<file path="config.mk">
export PLATFORM = sky130hd
export DESIGN_NAME = conv_host_sequencer
export DESIGN_NICKNAME = d
export VERILOG_FILES = /design/src/rtl/conv_host_sequencer.sv
export SDC_FILE = /design/constraint.sdc
export NUM_CORES = 1
export LEC_CHECK = 0
export CAP_MARGIN = 20
export CORE_MARGIN = 8
export CORE_UTILIZATION = 55
export DETAILED_ROUTE_END_ITERATION = 6
export DONT_BUFFER_PORTS = 1
export PLACE_DENSITY = 0.73
export SYNTH_ARGS = -nofsm -noshare
export SYNTH_HDL_FRONTEND = slang
export SYNTH_SLANG_ARGS = --single-unit
</file>
<file path="constraint.sdc">
create_clock -name clk -period 1.7 [get_ports clk]
set_input_delay 0.34 -clock clk [delete_from_list [all_inputs] [get_ports clk]]
set_output_delay 0.34 -clock clk [all_outputs]
set_load 0.005 [all_outputs]
</file>
<file path="src/rtl/conv_host_sequencer.sv">
// Host-side sequencer: streams filter/image words into shared memory, kicks the
// accelerator, waits for done (with timeout) and streams the result words back out.
module conv_host_sequencer #(
  parameter int DATA_W    = 8,
  parameter int ADDR_W    = 8,
  parameter int IN_WORDS  = 68,
  parameter int IN_BASE   = 0,
  parameter int RES_WORDS = 43,
  parameter int RES_BASE  = 128,
  parameter int TIMEOUT   = 65535
) (
  input  logic              clk,
  input  logic              rst,
  input  logic              go,
  input  logic [DATA_W-1:0] in_data,
  input  logic              in_valid,
  output logic              in_ready,
  output logic              mem_wr_en,
  output logic              mem_rd_en,
  output logic [ADDR_W-1:0] mem_adr,
  output logic [DATA_W-1:0] mem_wdata,
  input  logic [DATA_W-1:0] mem_rdata,
  output logic              acc_start,
  input  logic              acc_done,
  output logic [DATA_W-1:0] out_data,
  output logic              out_valid,
  input  logic              out_ready,
  output logic              out_last,
  output logic              busy,
  output logic              finished,
  output logic              timeout_err
);

  // Handshakes: a word moves on a stream only in a cycle where valid and ready
  // are both high at posedge; out_valid/out_data stay stable until that happens.

  typedef enum logic [2:0] {
    S_IDLE, S_LOAD, S_KICK, S_WAIT, S_READ, S_LATCH, S_SEND, S_FIN
  } state_t;

  localparam int WCNT_W = $clog2(IN_WORDS + 1);
  localparam int RCNT_W = $clog2(RES_WORDS + 1);
  localparam logic [ADDR_W-1:0] IN_BASE_A  = ADDR_W'(IN_BASE);
  localparam logic [ADDR_W-1:0] RES_BASE_A = ADDR_W'(RES_BASE);

  state_t              state, state_d;
  logic [WCNT_W-1:0]   wcnt;
  logic [RCNT_W-1:0]   rcnt;
  logic [15:0]         tcnt;
  logic [DATA_W-1:0]   out_q;
  logic                timeout_q;
  logic                last_in, last_res, tc_hit;

  assign last_in  = (wcnt == WCNT_W'(IN_WORDS - 1));
  assign last_res = (rcnt == RCNT_W'(RES_WORDS - 1));
  assign tc_hit   = (tcnt == 16'(TIMEOUT - 1));

  always_comb begin
    state_d = state;
    case (state)
      S_IDLE:  if (go) state_d = S_LOAD;
      S_LOAD:  if (in_valid && last_in) state_d = S_KICK;
      S_KICK:  state_d = S_WAIT;
      S_WAIT: begin
        if (acc_done)    state_d = S_READ;
        else if (tc_hit) state_d = S_FIN;
      end
      S_READ:  state_d = S_LATCH;
      S_LATCH: state_d = S_SEND;
      S_SEND:  if (out_ready) state_d = last_res ? S_FIN : S_READ;
      S_FIN:   state_d = S_IDLE;
      default: state_d = S_IDLE;
    endcase
  end

  always_ff @(posedge clk) begin
    if (rst) begin
      state     <= S_IDLE;
      wcnt      <= '0;
      rcnt      <= '0;
      tcnt      <= '0;
      out_q     <= '0;
      timeout_q <= 1'b0;
    end else begin
      state <= state_d;
      case (state)
        S_IDLE: if (go) begin
          wcnt      <= '0;
          rcnt      <= '0;
          tcnt      <= '0;
          timeout_q <= 1'b0;
        end
        S_LOAD:  if (in_valid) wcnt <= wcnt + 1'b1;
        S_WAIT: if (!acc_done) begin
          if (tc_hit) timeout_q <= 1'b1;
          else        tcnt <= tcnt + 16'd1;
        end
        S_LATCH: out_q <= mem_rdata;
        S_SEND:  if (out_ready) rcnt <= rcnt + 1'b1;
        default: ;
      endcase
    end
  end

  // Memory strobes are decoded from state, so write and read can never overlap.
  always_comb begin
    in_ready  = 1'b0;
    mem_wr_en = 1'b0;
    mem_rd_en = 1'b0;
    mem_adr   = '0;
    mem_wdata = '0;
    acc_start = 1'b0;
    out_valid = 1'b0;
    out_last  = 1'b0;
    finished  = 1'b0;
    case (state)
      S_LOAD: begin
        in_ready = 1'b1;
        if (in_valid) begin
          mem_wr_en = 1'b1;
          mem_adr   = IN_BASE_A + ADDR_W'(wcnt);
          mem_wdata = in_data;
        end
      end
      S_KICK: acc_start = 1'b1;
      S_READ: begin
        mem_rd_en = 1'b1;
        mem_adr   = RES_BASE_A + ADDR_W'(rcnt);
      end
      S_SEND: begin
        out_valid = 1'b1;
        out_last  = last_res;
      end
      S_FIN:  finished = 1'b1;
      default: ;
    endcase
  end

  assign out_data    = out_q;
  assign busy        = (state != S_IDLE);
  assign timeout_err = timeout_q;

endmodule

</file>
# After elaboration in Yosys (flattened, before gate mapping)
# Cells that the tools add are included.
# Widths: inputs -> output; s select.
op_classes:
  n_eq_ne: 18
  n_reduce_logical: 11
  mux: 33
  addsub: 4
op_table:
  columns: ["operator", "count"]
  rows:
  - ["$mux 16", 3]
  - ["$pmux 16 s2", 1]
  - ["$pmux 3 s8", 1]
  - ["$mux 7", 3]
  - ["$add 16x1->16 const B", 1]
  - ["$eq 16x16->1 const B", 1]
  - ["$mux 8", 2]
  - ["$pmux 8 s2", 1]
  - ["$mux 3", 5]
  - ["$ne 2x2->1 const B", 7]
  - ["$pmux 7 s2", 1]
  - ["$eq 3x3->1 const B", 4]
  - ["$mux 6", 2]
  - ["$pmux 6 s2", 1]
  - ["$reduce_and 4->1", 3]
  - ["$mux 1", 11]
  - ["$add 8x6->8 const A", 1]
  - ["$add 7x1->7 const B", 1]
  - ["$eq 7x7->1 const B", 1]
  - ["$add 6x1->6 const B", 1]
  - ["$eq 3x2->1 const B", 2]
  - ["$eq 6x6->1 const B", 1]
  - ["$reduce_and 3->1", 2]
  - ["$reduce_bool 2->1", 3]
  - ["other kinds (7)", 7]
word_totals:
  out_inout_bits: 33
  ff_bits: 41
  wordCells: 72
  input_bits: 22

# Longest topological paths before layout
depth:
  ltp_word: 4
  ltp_mapped: 7
  depth_no_buf: 7

# Least setup slack after synthesis
# No wires, ideal clock.
synth_path:
  kind: "reg-to-output"
  start: "reg state[2]"
  end: "out mem_adr[0]"
  path_stages_with_launch: 5
  arrival_time_ns: 1.522
  path_buffers: 2
  t_required_ns: 1.360
  path_slack_ns: -0.162
  path_cell_list: "dfxtp_1 > buf_2 > clkbuf_1 > nor3b_1 > a22o_1"
synth_via:
  elab_chain_len: 2
  elab_cells_between_ends: 3
  cone_classes: "eq/ne (2); mux (1)"
synth_rtl:
  columns: ["item", "line", "source"]
  rows:
  - ["start, declared", "46", "state_t state, state_d;"]
  - ["start signal, assigned", "85", "state <= state_d;"]
  - ["$eq 3x3->1 or $eq 3x1->1 (tied branches)", "116", "case (state)"]
  - ["$pmux 8 s2 (*)", "116", null]
  - ["end, declared", "20", "output logic [ADDR_W-1:0] mem_adr,"]
# Mark *: on every way between the ends. The rest lies on a longest branch, timed or not.

# Worst setup path in the final report
layout_path:
  start: "reg state[2]"
  end: "out mem_adr[1]"
# The elaborated chain is that of the path after synthesis.

==> summary.txt <==
Synth
  • Sequential share of the synthesized area: 36.8%
  • YS warnings: 0
  • Main flop type after synthesis: dfxtp_1
  • Synth async-reset ratio: 0%
  • Cells after Synth: 273
  • Compound-Gate Fraction of Synth Area: 17.9%
  • Adder-Cell Fraction of Synth Area: 2.80%
  • Combinational family with the most area after synthesis: simple AND/OR/NAND/NOR gates
  • Syn_area_per_cell: 8.17 sq um
  • Synth Cell Area: 0.00223 sq mm
  • Synth unique cells: 44
  • Synth Area in XOR/XNOR: 3.93%
  • Yosys reg bits: 41
  • Simple-gate share of the synthesized area: 29.9%
  • Post-synthesis mux area share: 4.49%
  • Post-synth EDFFs: 0
  • Post-Syn Nets: 300

GRT
  • GRT Total Usage: 19.4%
  • Vias in the first global route: 2203
  • Largest net degree at the start of global routing: 29
  • First-pass GRT wire length: 10100 um
  • Initial antenna violation count: 0
  • Grt total ovfl: 0

Timing
  • Setup Skew: 0.00802 ns
  • Setup violators final: 10
  • Relative slew slack: 74.2%
  • Crit share post-route: 102%
  • Final hold slack: 0.0995 ns
  • Final min period: 1.73 ns
  • Unrepaired setup endpoints after global routing: true
  • Final Slew Violations: 0
  • Final Hold Vio Count: 0
  • Worst-Margin Slew: 0.386 ns
  • Setup ws final: -0.0279 ns
  • Fmax: 0.579 GHz

Detailed routing
  • Vias: 2290
  • Vias per cell: 6.17
  • Post-route DRC: 0
  • Post-route antenna net violation count: 0
  • Routed len/inst: 19.4 um
  • Router iterations before antenna repair: 4
  • DR iter-0 viols: 107
  • Post-Route WL: 7190 um

Layout
  • Final Cell Area: 0.00308 sq mm
  • Ant diodes: 0
  • Layout cells sized above 1: 40.5%
  • Area Overhead vs Synth: 37.9%
  • Fin nets: 347
  • Number of fill cells in the layout: 263

Worst setup path
  • Worst EP arrival: 1.39 ns
  • CP Cell Sequence: buf_4 -> nor3b_2 -> buf_4 -> a22o_1
  • Family with the most delay on the worst path: flip-flops
  • Crit end category: output pin
  • Worst EP required: 1.36 ns
  • Maximum fanout along the worst path: 8
  • Cell mode on critical path: buf_4
  • Critical path class: reg2out
  • CP Launch Type: flop
  • Slowest stage cell on the critical path: dfxtp_4
  • Max incr delay on CP: 0.38 ns
  • Worst path bufs/invs: 2

Clocking
  • Clock Tree Root: clkbuf_8
  • Reg clk slew, reported paths: 0.08 ns
  • H-tree Lvls: 2
  • Clk sink count: 41
  • Worst-Skew Late Latency: 0.29 ns
  • TritonCTS clock tree: yes
  • Cts-stage hold buffer count: 0
  • Total CTS buffers: 5
  • Max Buffers Root-to-Sink: 2

Outcome
  • Outcome: finished, violations left
  • Failing checks: negative setup slack

Placed design
  • Detailed Place HPWL: 4500 um
  • Gpl congestion: 0.871
  • Port Buf Inserts: 0
  • Placed instance area: 0.00259 sq mm

Floorplanning
  • Core region area: 0.00394 sq mm
  • Chip Height: 79.7 um
  • Chip width: 79.7 um
  • Starting Density: 56.6%
  • # IOs: 55
  • Die area: 0.00635 sq mm
  • Site row count: 23

Hold path
  • Worst min-delay path class: in2reg

Power and ir drop
  • Pwr dens: 1080 mW/mm^2
  • VDD IR max: 0.621 mV
  • LEAKAGE: 1.22 nW

Job
  • Max-Cap Viols: 0
==> final cells by class <==
| type | count | area [sq um] | area share (%) |
|---|---|---|---|
| Clock inverter | 2 | 37.5 | 1.22 |
| Timing Repair Buffer | 58 | 455 | 14.8 |
| Sequential cell | 41 | 842 | 27.4 |
| Inverter | 5 | 18.8 | 0.610 |
| Tap cell | 50 | 62.6 | 2.03 |
| Clock buffer | 6 | 82.6 | 2.68 |
| Multi-Input combinational cell | 209 | 1580 | 51.3 |
==> layout by cell type, fill, tap and decap left out, types with 5 or more instances in the layout <==
master,Yosys,routed
a311oi_2,0,5
buf_6,0,6
nand2_1,24,24
mux2i_1,10,10
dfxtp_1,41,28
nand3_1,10,9
buf_4,0,51
dfxtp_2,0,11
a22o_1,6,6
clkbuf_8,0,6
nor2_1,38,36
nand4_1,7,7
xor2_1,8,8
o21ai_0,11,7
a21oi_1,15,10
and3_1,14,6
and3_4,0,8
==> logic make-up after synthesis <==
| logic type | Yosys count |
|---|---|
| simple gates | 127 |
| compound gates | 57 |
| fa+ha+maj | 5 |
| mux | 10 |
| flops | 41 |
| buf+inv | 23 |
| xor+xnor | 10 |
==> path summary, 6_finish.rpt <==
kind / start / endpoint / slack, ns / cells after the start
setup / recovery: state[2]$_SDFFE_PP0P_ / mem_adr[1] / -0.03 / 4
hold / removal: rst / tcnt[5]$_SDFFE_PP0P_ / 0.1 / 1
setup reg to reg: tcnt[11]$_SDFFE_PP0P_ / state[0]$_SDFFE_PP0P_ / -0.03 / 5
hold reg to reg: tcnt[15]$_SDFFE_PP0P_ / tcnt[15]$_SDFFE_PP0P_ / 0.52 / 1
==> per-stage QoR <==
stage | TNS (ns) | power [mW] | cells | worst slack (ns) | util (%)
after detailed placement | -0.601 | 2.14 | 353 | -0.146 | 65.8
after CTS | -0.811 | 3.12 | 367 | -0.0740 | 72.7
final | -0.161 | 3.33 | 371 | -0.0279 | 78.0
after global routing | -1.11 | 3.51 | 371 | -0.0845 | 78.0
after floorplan | -0.158 | 1.74 | 273 | -0.0198 | -
after global placement | -0.187 | 2.12 | 353 | -0.0727 | 65.8
==> metal layers <==
| layer | global-route usage (%) | up-vias | wire, um |
|---|---|---|---|
| li1 | - | 1085 | - |
| met1 | 21.1 | 1100 | 2660 |
| met2 | 34.8 | 87 | 3910 |
| met3 | 4.73 | 18 | 458 |
| met4 | 8.15 | 0 | 168 |
| met5 | 0 | - | 0 |
==> where the power goes <==
part | switching (mW) | internal [mW] | leakage, nW | total, mW
Sequential | 0.0826 | 1.03 | 0.338 | 1.12
Clock | 0.350 | 0.478 | 0.0574 | 0.828
Combinational | 0.720 | 0.670 | 0.825 | 1.39
==> registers in the layout (all words and copies together) (netlist names) <==
signal and cells:
out_data 8, wcnt 7, timeout_err 1, state 3
rcnt 6, tcnt 16
==> timing repair <==
| action | 4_1_cts | 5_1_grt |
|---|---|---|
| hold endpoints to repair | 0 | 0 |
| pin swaps | 12 | 28 |
| gates cloned | 1 | 0 |
| endpoints found under the setup margin | 35 | 39 |
| setup buffers | 5 | 4 |
| resized for setup | 29 | 45 |
==> cell usage after synthesis, types with 2 or more instances <==
| library cell | count | share of area [%] |
|---|---|---|
| a211oi_1 | 3 | 1.0 |
| a21oi_1 | 15 | 3.4 |
| a22o_1 | 6 | 2.4 |
| a311oi_1 | 8 | 3.1 |
| a31oi_1 | 5 | 1.4 |
| a41oi_1 | 2 | 0.79 |
| and3_1 | 14 | 3.9 |
| buf_1 | 2 | 0.34 |
| buf_2 | 4 | 0.90 |
| clkbuf_1 | 12 | 2.0 |
| dfxtp_1 | 41 | 37 |
| ha_1 | 5 | 2.8 |
| inv_1 | 5 | 0.84 |
| mux2i_1 | 10 | 4.5 |
| nand2_1 | 24 | 4.0 |
| nand2b_1 | 3 | 0.84 |
| nand3_1 | 10 | 2.2 |
| nand3b_1 | 3 | 1.0 |
| nand4_1 | 7 | 2.0 |
| nand4_2 | 2 | 1.1 |
| nor2_1 | 38 | 6.4 |
| nor3_1 | 6 | 1.3 |
| nor3b_1 | 4 | 1.3 |
| nor4_1 | 2 | 0.56 |
| o21ai_0 | 11 | 2.5 |
| or3_1 | 4 | 1.1 |
| or3b_2 | 2 | 0.79 |
| xnor2_1 | 2 | 0.79 |
| xor2_1 | 8 | 3.1 |
(Power assumes the default switching activity.)
